--- config.mk ---
export PLATFORM = sky130hd
export DESIGN_NAME = change_dispenser
export DESIGN_NICKNAME = d
export VERILOG_FILES = /design/src/rtl/change_dispenser.sv
export SDC_FILE = /design/constraint.sdc
export NUM_CORES = 1
export LEC_CHECK = 0
export CORE_MARGIN = 1.5
export CORE_UTILIZATION = 40
export CTS_BUF_LIST = sky130_fd_sc_hd__clkbuf_8
export DETAILED_ROUTE_END_ITERATION = 8
export GPL_ROUTABILITY_DRIVEN = 0
export PLACE_DENSITY = 0.72
export SLEW_MARGIN = 5
export SYNTH_ARGS = -nofsm -noshare
export SYNTH_HDL_FRONTEND = slang
export SYNTH_SLANG_ARGS = --single-unit
--- constraint.sdc ---
create_clock -name clk -period 4.5 [get_ports clk]
set_input_delay 0.675 -clock clk [delete_from_list [all_inputs] [get_ports clk]]
set_output_delay 0.675 -clock clk [all_outputs]
set_load 0.005 [all_outputs]
--- src/rtl/change_dispenser.sv ---
`timescale 1ns/1ps
`default_nettype none
// ============================================================================
// Module   : change_dispenser
// Purpose  : Coin-return side of the vending path. Pays back a refund given
//            in 5-unit credits, one coin per handshake with the dispenser
//            mechanism, preferring dimes. Keeps a nickel/dime inventory
//            (refill pulses in, dispensed coins out) and reports refunds that
//            could not be fully paid.
// Revision : 1.0 - initial release
// ----------------------------------------------------------------------------
// Ports
//   clk           in   1      clock, all logic on rising edge
//   rst           in   1      synchronous reset, active-high
//   refund_req_i  in   1      refund request, sampled only when idle
//   refund_amt_i  in   AMT_W  refund amount in nickel units, taken with req
//   coin_ack_i    in   1      mechanism took the offered coin
//   load_nickel_i in   1      one nickel added to the tube this cycle
//   load_dime_i   in   1      one dime added to the tube this cycle
//   coin_out_o    out  2      offered coin: 00 none, 01 nickel, 10 dime
//   coin_valid_o  out  1      coin_out_o valid, held until coin_ack_i
//   busy_o        out  1      refund in progress
//   done_o        out  1      1-cycle pulse, refund finished
//   short_o       out  1      1-cycle pulse with done_o, change not fully paid
//   remain_out_o  out  AMT_W  unpaid units of the last refund
//   nickel_cnt_o  out  CNT_W  nickel inventory
//   dime_cnt_o    out  CNT_W  dime inventory
// ============================================================================
module change_dispenser #(
   parameter int AMT_W       = 4,
   parameter int CNT_W       = 6,
   parameter int NICKEL_INIT = 10,
   parameter int DIME_INIT   = 10
) (
   input  logic             clk,
   input  logic             rst,
   input  logic             refund_req_i,
   input  logic [AMT_W-1:0] refund_amt_i,
   input  logic             coin_ack_i,
   input  logic             load_nickel_i,
   input  logic             load_dime_i,
   output logic [1:0]       coin_out_o,
   output logic             coin_valid_o,
   output logic             busy_o,
   output logic             done_o,
   output logic             short_o,
   output logic [AMT_W-1:0] remain_out_o,
   output logic [CNT_W-1:0] nickel_cnt_o,
   output logic [CNT_W-1:0] dime_cnt_o
);

   // Coin codes shared with the coin-accept side; 11 is never driven.
   localparam logic [1:0]       C_COIN_NONE   = 2'b00;
   localparam logic [1:0]       C_COIN_NICKEL = 2'b01;
   localparam logic [1:0]       C_COIN_DIME   = 2'b10;

   localparam logic [CNT_W-1:0] C_CNT_MAX     = '1;
   localparam logic [CNT_W-1:0] C_NICKEL_INIT = CNT_W'(NICKEL_INIT);
   localparam logic [CNT_W-1:0] C_DIME_INIT   = CNT_W'(DIME_INIT);
   localparam logic [AMT_W-1:0] C_AMT_ONE     = AMT_W'(1);
   localparam logic [AMT_W-1:0] C_AMT_TWO     = AMT_W'(2);

   typedef enum logic [1:0] {
      S_IDLE   = 2'd0,
      S_SELECT = 2'd1,
      S_OFFER  = 2'd2,
      S_GAP    = 2'd3
   } state_t;

   state_t           state_q;
   logic [AMT_W-1:0] rem_q;
   logic [1:0]       coin_out_q;
   logic             coin_valid_q;
   logic             busy_q;
   logic             done_q;
   logic             short_q;
   logic [AMT_W-1:0] remain_q;
   logic [CNT_W-1:0] nickel_q;
   logic [CNT_W-1:0] nickel_d;
   logic [CNT_W-1:0] dime_q;
   logic [CNT_W-1:0] dime_d;

   // A coin leaves the tube on the edge where the mechanism acks it.
   // coin_valid_q is always set in OFFER, so the state alone qualifies ack.
   logic ack_take;
   logic take_nickel;
   logic take_dime;

   assign ack_take    = (state_q == S_OFFER) && coin_ack_i;
   assign take_nickel = ack_take && (coin_out_q == C_COIN_NICKEL);
   assign take_dime   = ack_take && (coin_out_q == C_COIN_DIME);

   // ------------------------------------------------------------------------
   // Inventory next-state. A refill and a dispense of the same coin type in
   // one cycle cancel. Refills saturate. A dispense never underflows because
   // a coin is only offered while its count is non-zero, and the count cannot
   // drop while that coin is on offer.
   // ------------------------------------------------------------------------
   always_comb begin
      nickel_d = nickel_q;
      if (load_nickel_i && !take_nickel) begin
         if (nickel_q != C_CNT_MAX) begin
            nickel_d = nickel_q + 1'b1;
         end
      end else if (!load_nickel_i && take_nickel) begin
         nickel_d = nickel_q - 1'b1;
      end
   end

   always_comb begin
      dime_d = dime_q;
      if (load_dime_i && !take_dime) begin
         if (dime_q != C_CNT_MAX) begin
            dime_d = dime_q + 1'b1;
         end
      end else if (!load_dime_i && take_dime) begin
         dime_d = dime_q - 1'b1;
      end
   end

   // ------------------------------------------------------------------------
   // Refund FSM with registered outputs.
   // ------------------------------------------------------------------------
   always_ff @(posedge clk) begin
      if (rst) begin
         state_q      <= S_IDLE;
         rem_q        <= '0;
         coin_out_q   <= C_COIN_NONE;
         coin_valid_q <= 1'b0;
         busy_q       <= 1'b0;
         done_q       <= 1'b0;
         short_q      <= 1'b0;
         remain_q     <= '0;
         nickel_q     <= C_NICKEL_INIT;
         dime_q       <= C_DIME_INIT;
      end else begin
         nickel_q <= nickel_d;
         dime_q   <= dime_d;
         // done/short are single-cycle pulses on IDLE entry
         done_q   <= 1'b0;
         short_q  <= 1'b0;

         case (state_q)
            S_IDLE: begin
               if (refund_req_i) begin
                  rem_q    <= refund_amt_i;
                  remain_q <= '0;
                  busy_q   <= 1'b1;
                  state_q  <= S_SELECT;
               end
            end

            S_SELECT: begin
               if (rem_q == '0) begin
                  done_q  <= 1'b1;
                  busy_q  <= 1'b0;
                  state_q <= S_IDLE;
               end else if ((rem_q >= C_AMT_TWO) && (dime_q != '0)) begin
                  // greedy: a dime whenever it does not overpay
                  coin_out_q   <= C_COIN_DIME;
                  coin_valid_q <= 1'b1;
                  state_q      <= S_OFFER;
               end else if (nickel_q != '0) begin
                  coin_out_q   <= C_COIN_NICKEL;
                  coin_valid_q <= 1'b1;
                  state_q      <= S_OFFER;
               end else begin
                  // nothing payable is left in the tubes
                  done_q   <= 1'b1;
                  short_q  <= 1'b1;
                  remain_q <= rem_q;
                  busy_q   <= 1'b0;
                  state_q  <= S_IDLE;
               end
            end

            S_OFFER: begin
               if (coin_ack_i) begin
                  rem_q        <= rem_q - ((coin_out_q == C_COIN_DIME) ? C_AMT_TWO : C_AMT_ONE);
                  coin_out_q   <= C_COIN_NONE;
                  coin_valid_q <= 1'b0;
                  state_q      <= S_GAP;
               end
            end

            S_GAP: begin
               // one idle cycle lets the mechanism settle before the next coin
               state_q <= S_SELECT;
            end

            default: begin
               state_q <= S_IDLE;
            end
         endcase
      end
   end

   assign coin_out_o   = coin_out_q;
   assign coin_valid_o = coin_valid_q;
   assign busy_o       = busy_q;
   assign done_o       = done_q;
   assign short_o      = short_q;
   assign remain_out_o = remain_q;
   assign nickel_cnt_o = nickel_q;
   assign dime_cnt_o   = dime_q;

endmodule
`default_nettype wire

### Word level (Yosys, flattened, before mapping)

Index checks and enable logic that the tools add are counted.

* register bits: 28
* input bits: 10
* logic and storage cells: 103

* add/sub/neg operators: 5
* $lt $le $gt $ge: 1
* eq/ne operators: 17
* mux-type cells: 39
* bitwise gates (word level): 1
* reductions and logical operators: 30

Operator list (number)
* 6-bit 2-to-1 mux: 6
* 4-bit 2-to-1 mux: 6
* 2-bit 2-to-1 mux: 10
* 4-bit one-hot mux with 2 select lines: 2
* 6-bit by 1-bit adder with 6-bit output (second input constant): 2
* 6-bit != test (second input constant): 2
* 6-bit nonzero test: 2
* 6-bit by 1-bit subtractor with 6-bit output (second input constant): 2
* 1-bit 2-to-1 mux: 11
* 2-bit != test (second input constant): 5
* 2-bit nonzero test: 5
* 3-bit != test (second input constant): 3
* 1-bit logical AND: 8
* 2-bit one-hot mux with 4 select lines: 1
* 4-bit AND reduction: 2
* 2-bit == test (second input constant): 3
* 2-bit AND reduction: 3
* 5-bit AND reduction: 1
* 2-bit by 1-bit == test with 1-bit output (second input constant): 2
* 4-bit by 2-bit >= comparator with 1-bit output (second input constant): 1
* 1-bit logical NOT: 4
* 4-bit logical NOT: 1
* 2-bit by 1-bit != test with 1-bit output (second input constant): 2
* 1-bit one-hot mux with 2 select lines: 2
* other kinds (7): 7

### Longest topological paths before layout

* word-level depth: 7
* depth in mapped cells: 10

### Worst setup path before layout

OpenSTA, ideal clock, no wires.

* kind: input-to-reg
* from: in coin_ack_i
* to: reg nickel_q[4] (netlist: nickel_cnt_o[4])
* setup time: 101 ps
* data arrival time: 2056 ps
* slack: 2343 ps
* stages on the path: 8
* path buffers: 0
* path through: nand4b_1 -> nand2_1 -> inv_1 -> fa_1 -> nor2b_1 -> o21a_1 -> nor3_1 -> o41ai_1

* word-level cells in the longest chain between the ends: 6
* elaborated cells between the ends (all ways): 9
* those cells by class: eq/ne (1); mux (1); reduce/logical (7)

Ends and longest elaborated chain
* start: declaration: line 39 `input logic coin_ack_i,`
* 1-bit logical AND *: line 89 `assign ack_take = (state_q == S_OFFER) && coin_ack_i;`
* 1-bit logical AND *: line 90 `assign take_nickel = ack_take && (coin_out_q == C_COIN_NICKEL);`
* 1-bit logical NOT: line 101 `if (load_nickel_i && !take_nickel) begin`
* 1-bit logical AND: line 101
* 2-bit by 1-bit != test with 1-bit output (no line) or 2-bit nonzero test (tied branches)
* 2-bit AND reduction (no line)
* end signal: assignment: line 137 `nickel_q <= nickel_d;`
* end: declaration: line 78 `logic [CNT_W-1:0] nickel_q;`

Every way passes the cells marked *; elsewhere a longest branch is shown, timed or not.
A chain may end at the register's enable or synchronous reset.

### Worst setup path after layout

* from: reg state_q[0]
* to: reg dime_q[4] (netlist: dime_cnt_o[4])

* word-level cells in the longest chain between the ends: 7
* elaborated cells between the ends (all ways): 10
* those cells by class: eq/ne (2); mux (1); reduce/logical (7)

Ends and longest elaborated chain
* start: declaration: line 70 `state_t state_q;`
* start signal: assignment: line 126 `state_q <= S_IDLE;`
* start signal: assignment: line 149 `state_q <= S_SELECT;`
* start signal: assignment: line 157 `state_q <= S_IDLE;`
* 2-bit == test *: line 89
* 1-bit logical AND *: line 89
* 1-bit logical AND *: line 91 `assign take_dime = ack_take && (coin_out_q == C_COIN_DIME);`
* 1-bit logical NOT: line 112 `if (load_dime_i && !take_dime) begin`
* 1-bit logical AND: line 112
* 2-bit by 1-bit != test with 1-bit output (no line) or 2-bit nonzero test (tied branches)
* 2-bit AND reduction (no line)
* end signal: assignment: line 138 `dime_q <= dime_d;`
* end: declaration: line 80 `logic [CNT_W-1:0] dime_q;`

Marks and branches as above.

==> impl_metrics.yaml <==
grt:
  antenna_found_initial: 0
  met3_usage_pct: 1.83
  met1_usage_pct: 25.5
  grt_pass1_vias: 1599
  grt_pass1_wl_um: 7380
  track_usage_pct: 17.8
  busiest_layer: "met2"
  grt_use_met2_pct: 28.3
  grt_max_degree: 24
  overflow: 0
worst_setup_path:
  critPathKind: "reg2reg"
  crit_required_ns: 4.68
  crit_arrival_ns: 2.98
  critPathMaxFanout: 16
  start_kind: "flop"
  end_kind: "flop"
sta:
  fin_crit_sh_pct: 62.3
  hold_viol: 0
  rsz0062_at_grt: "false"
  slew_headroom_pct: 61.5
  clock_skew_ns: 0.00677
  worstMarginPinSlew_ns: 0.578
  tns_ns: 0
  min_period_ns: 2.80
  final_max_slew_viol_count: 0
  fmax_mhz: 357
  setup_viol: 0
routing:
  ant_nets: 0
  wl_per_cell_um: 14.2
  routed_wirelength_um: 4380
  drt_first_pass_iters: 4
  drcViolationCount: 0
  vias: 1793
  drt-initial-drc-count: 97
  avgViaCountPerCell: 5.80
die:
  core_area_um2: 4470
  die_w_um: 71.9
  die_h_um: 71.9
  io_pins: 32
  initial_core_util_pct: 42.4
  die_area_um2: 5170
  row_count: 24
run:
  maxCapViolations: 0
synthesis:
  async_flop_share_pct: 0
  netlist_instances: 226
  ys_top_cells_by_area: "dfxtp_1, ha_1, o21ai_0"
  synth_top_flop_cell: "dfxtp_1"
  synth_edf_count: 0
  synth_area_um2: 1900
  synth-seq-cells: 28
  synth_seq_area_share_pct: 29.5
  synth_top_area_share_pct: 29.5
  synth_top_cell_by_area: "dfxtp_1"
  yosysUniqueCellTypes: 46
  postSynthAreaPerCell_um2: 8.40
  syn_nets: 254
  yosys_warnings: 0
clocking:
  root_buffer: "clkbuf_8"
  clock_sinks: 28
  clk_latency_ns: 0.27
  cts_tree: "done"
  post-cts-setup-buffers: 0
  cts_resized: 0
  cts_made_buffers: 3
  clk_pin_slew_ns: 0.10
  cts_hold_buf: 0
  ctsLongestPathBuffers: 2
  htreeDepth: 1
place:
  place_hpwl_um: 3280
  placed_cell_area_um2: 2260
  dp_cells: 305
  portBuffers: 31
layout:
  final_area_um2: 2320
  final_core_util_pct: 51.8
  antenna_cells: 0
  drive_gt1_share_pct: 5.45
  fin_nets: 286
  fin_cells: 309
  area_growth_pct: 22.1
power_and_ir_drop:
  power.density_nw_per_um2: 315
  ir_worst_vdd_mv: 0.161
  finalPower_mw: 0.729
  p_leak_nw: 0.886
min_path:
  hold_class: "reg2reg"
run_status:
  run_status: "finished clean"
[final timing paths]
check | end | slack, ns | cells past startpoint | start
worst max-delay path | dime_cnt_o[4] | 1.70 | 10 | state_q[0]
worst min-delay path | remain_out_o[0] | 0.46 | 2 | remain_out_o[0]
worst max register to register | dime_cnt_o[4] | 1.70 | 10 | state_q[0]
worst min register to register | remain_out_o[0] | 0.46 | 2 | remain_out_o[0]
[per-layer routing]
layer | wire, um | vias to the layer above
met5 | 0 | -
met4 | 27 | 0
met1 | 2200 | 850
met2 | 2010 | 37
li1 | - | 904
met3 | 142 | 2
[kinds of logic (layout without fill, tap and decap cells)]
family | Yosys count | in the layout | share of synthesized area, %
buffers and inverters | 21 | 52 | 4.15
multiplexers | 4 | 4 | 2.37
XOR/XNOR | 3 | 3 | 1.38
adder cells (fa/ha/maj) | 18 | 18 | 13.1
AO/OA/AOI/OAI | 68 | 68 | 25.4
flip-flops | 28 | 28 | 29.5
AND/OR/NAND/NOR | 84 | 84 | 24.1
[metrics by stage]
stage,hold slack [ns],setup slack [ns]
floorplan,0.451,2.34
CTS,0.468,1.69
global placement,0.450,1.63
global route,0.499,1.39
detailed placement,0.451,1.53
finish,0.464,1.70
[where the power goes]
group          leakage [nW]  switching [mW]  internal (mW)
logic                 0.627           0.125          0.130
registers             0.230          0.0395          0.275
clock network        0.0288          0.0820         0.0783
total                 0.886           0.247          0.482
[layout by cell type, fill, tap and decap left out, drive strengths merged, types with 7 or more instances in the layout]
cell,count
clkdlybuf4s50,31
dfxtp,28
nand2,17
inv,15
nor2,15
ha,15
o21ai,14
a21oi,12
nor3,11
nor2b,8
nand4,7
nand3,7
o211ai,7
[critical path, stage by stage (launching register included)]
cell,delay [ns]
dfxtp_1,0.36
inv_1,0.09
ha_1,0.52
nand4b_1,0.36
nand2_1,0.27
inv_1,0.10
fa_1,0.41
nor2b_1,0.13
o21a_1,0.13
nor3_1,0.05
o41ai_1,0.29
[flip-flops by register name, summed over array words and instances (netlist names)]
register      cells
rem_q             4
short_o           1
coin_out_o        2
coin_valid_o      1
busy_o            1
nickel_cnt_o      6
state_q           2
done_o            1
remain_out_o      4
dime_cnt_o        6
[synth_stat cells (2+ instances only)]
| cell | n |
|---|---|
| fa_1 | 3 |
| clkbuf_1 | 4 |
| nand4_1 | 7 |
| dfxtp_1 | 28 |
| o2bb2ai_1 | 4 |
| mux2i_1 | 3 |
| o21ai_0 | 14 |
| a21boi_0 | 2 |
| nor4_1 | 2 |
| a311oi_1 | 2 |
| a31oi_1 | 2 |
| or4_1 | 2 |
| ha_1 | 15 |
| nor2b_1 | 8 |
| o211ai_1 | 7 |
| xnor2_1 | 3 |
| nand4b_1 | 2 |
| a22oi_1 | 3 |
| nand2b_1 | 4 |
| or2_2 | 4 |
| a21o_1 | 2 |
| nand3_1 | 7 |
| nor3_1 | 11 |
| o21a_1 | 4 |
| a21oi_1 | 11 |
| a211oi_1 | 5 |
| nor2_1 | 15 |
| o41ai_1 | 2 |
| nand2_1 | 17 |
| inv_1 | 15 |
| o211a_1 | 3 |
[area by class of cell]
| class | instances | area (um2) |
|---|---|---|
| repair buffers | 32 | 318 |
| flip-flops and latches | 28 | 561 |
| inverters | 16 | 60.1 |
| fillers | 452 | 2160 |
| clock buffers | 4 | 55.1 |
| multi-input cells | 177 | 1260 |
| well taps | 52 | 65.1 |
No activity file was read; power rests on OpenSTA's default activity.
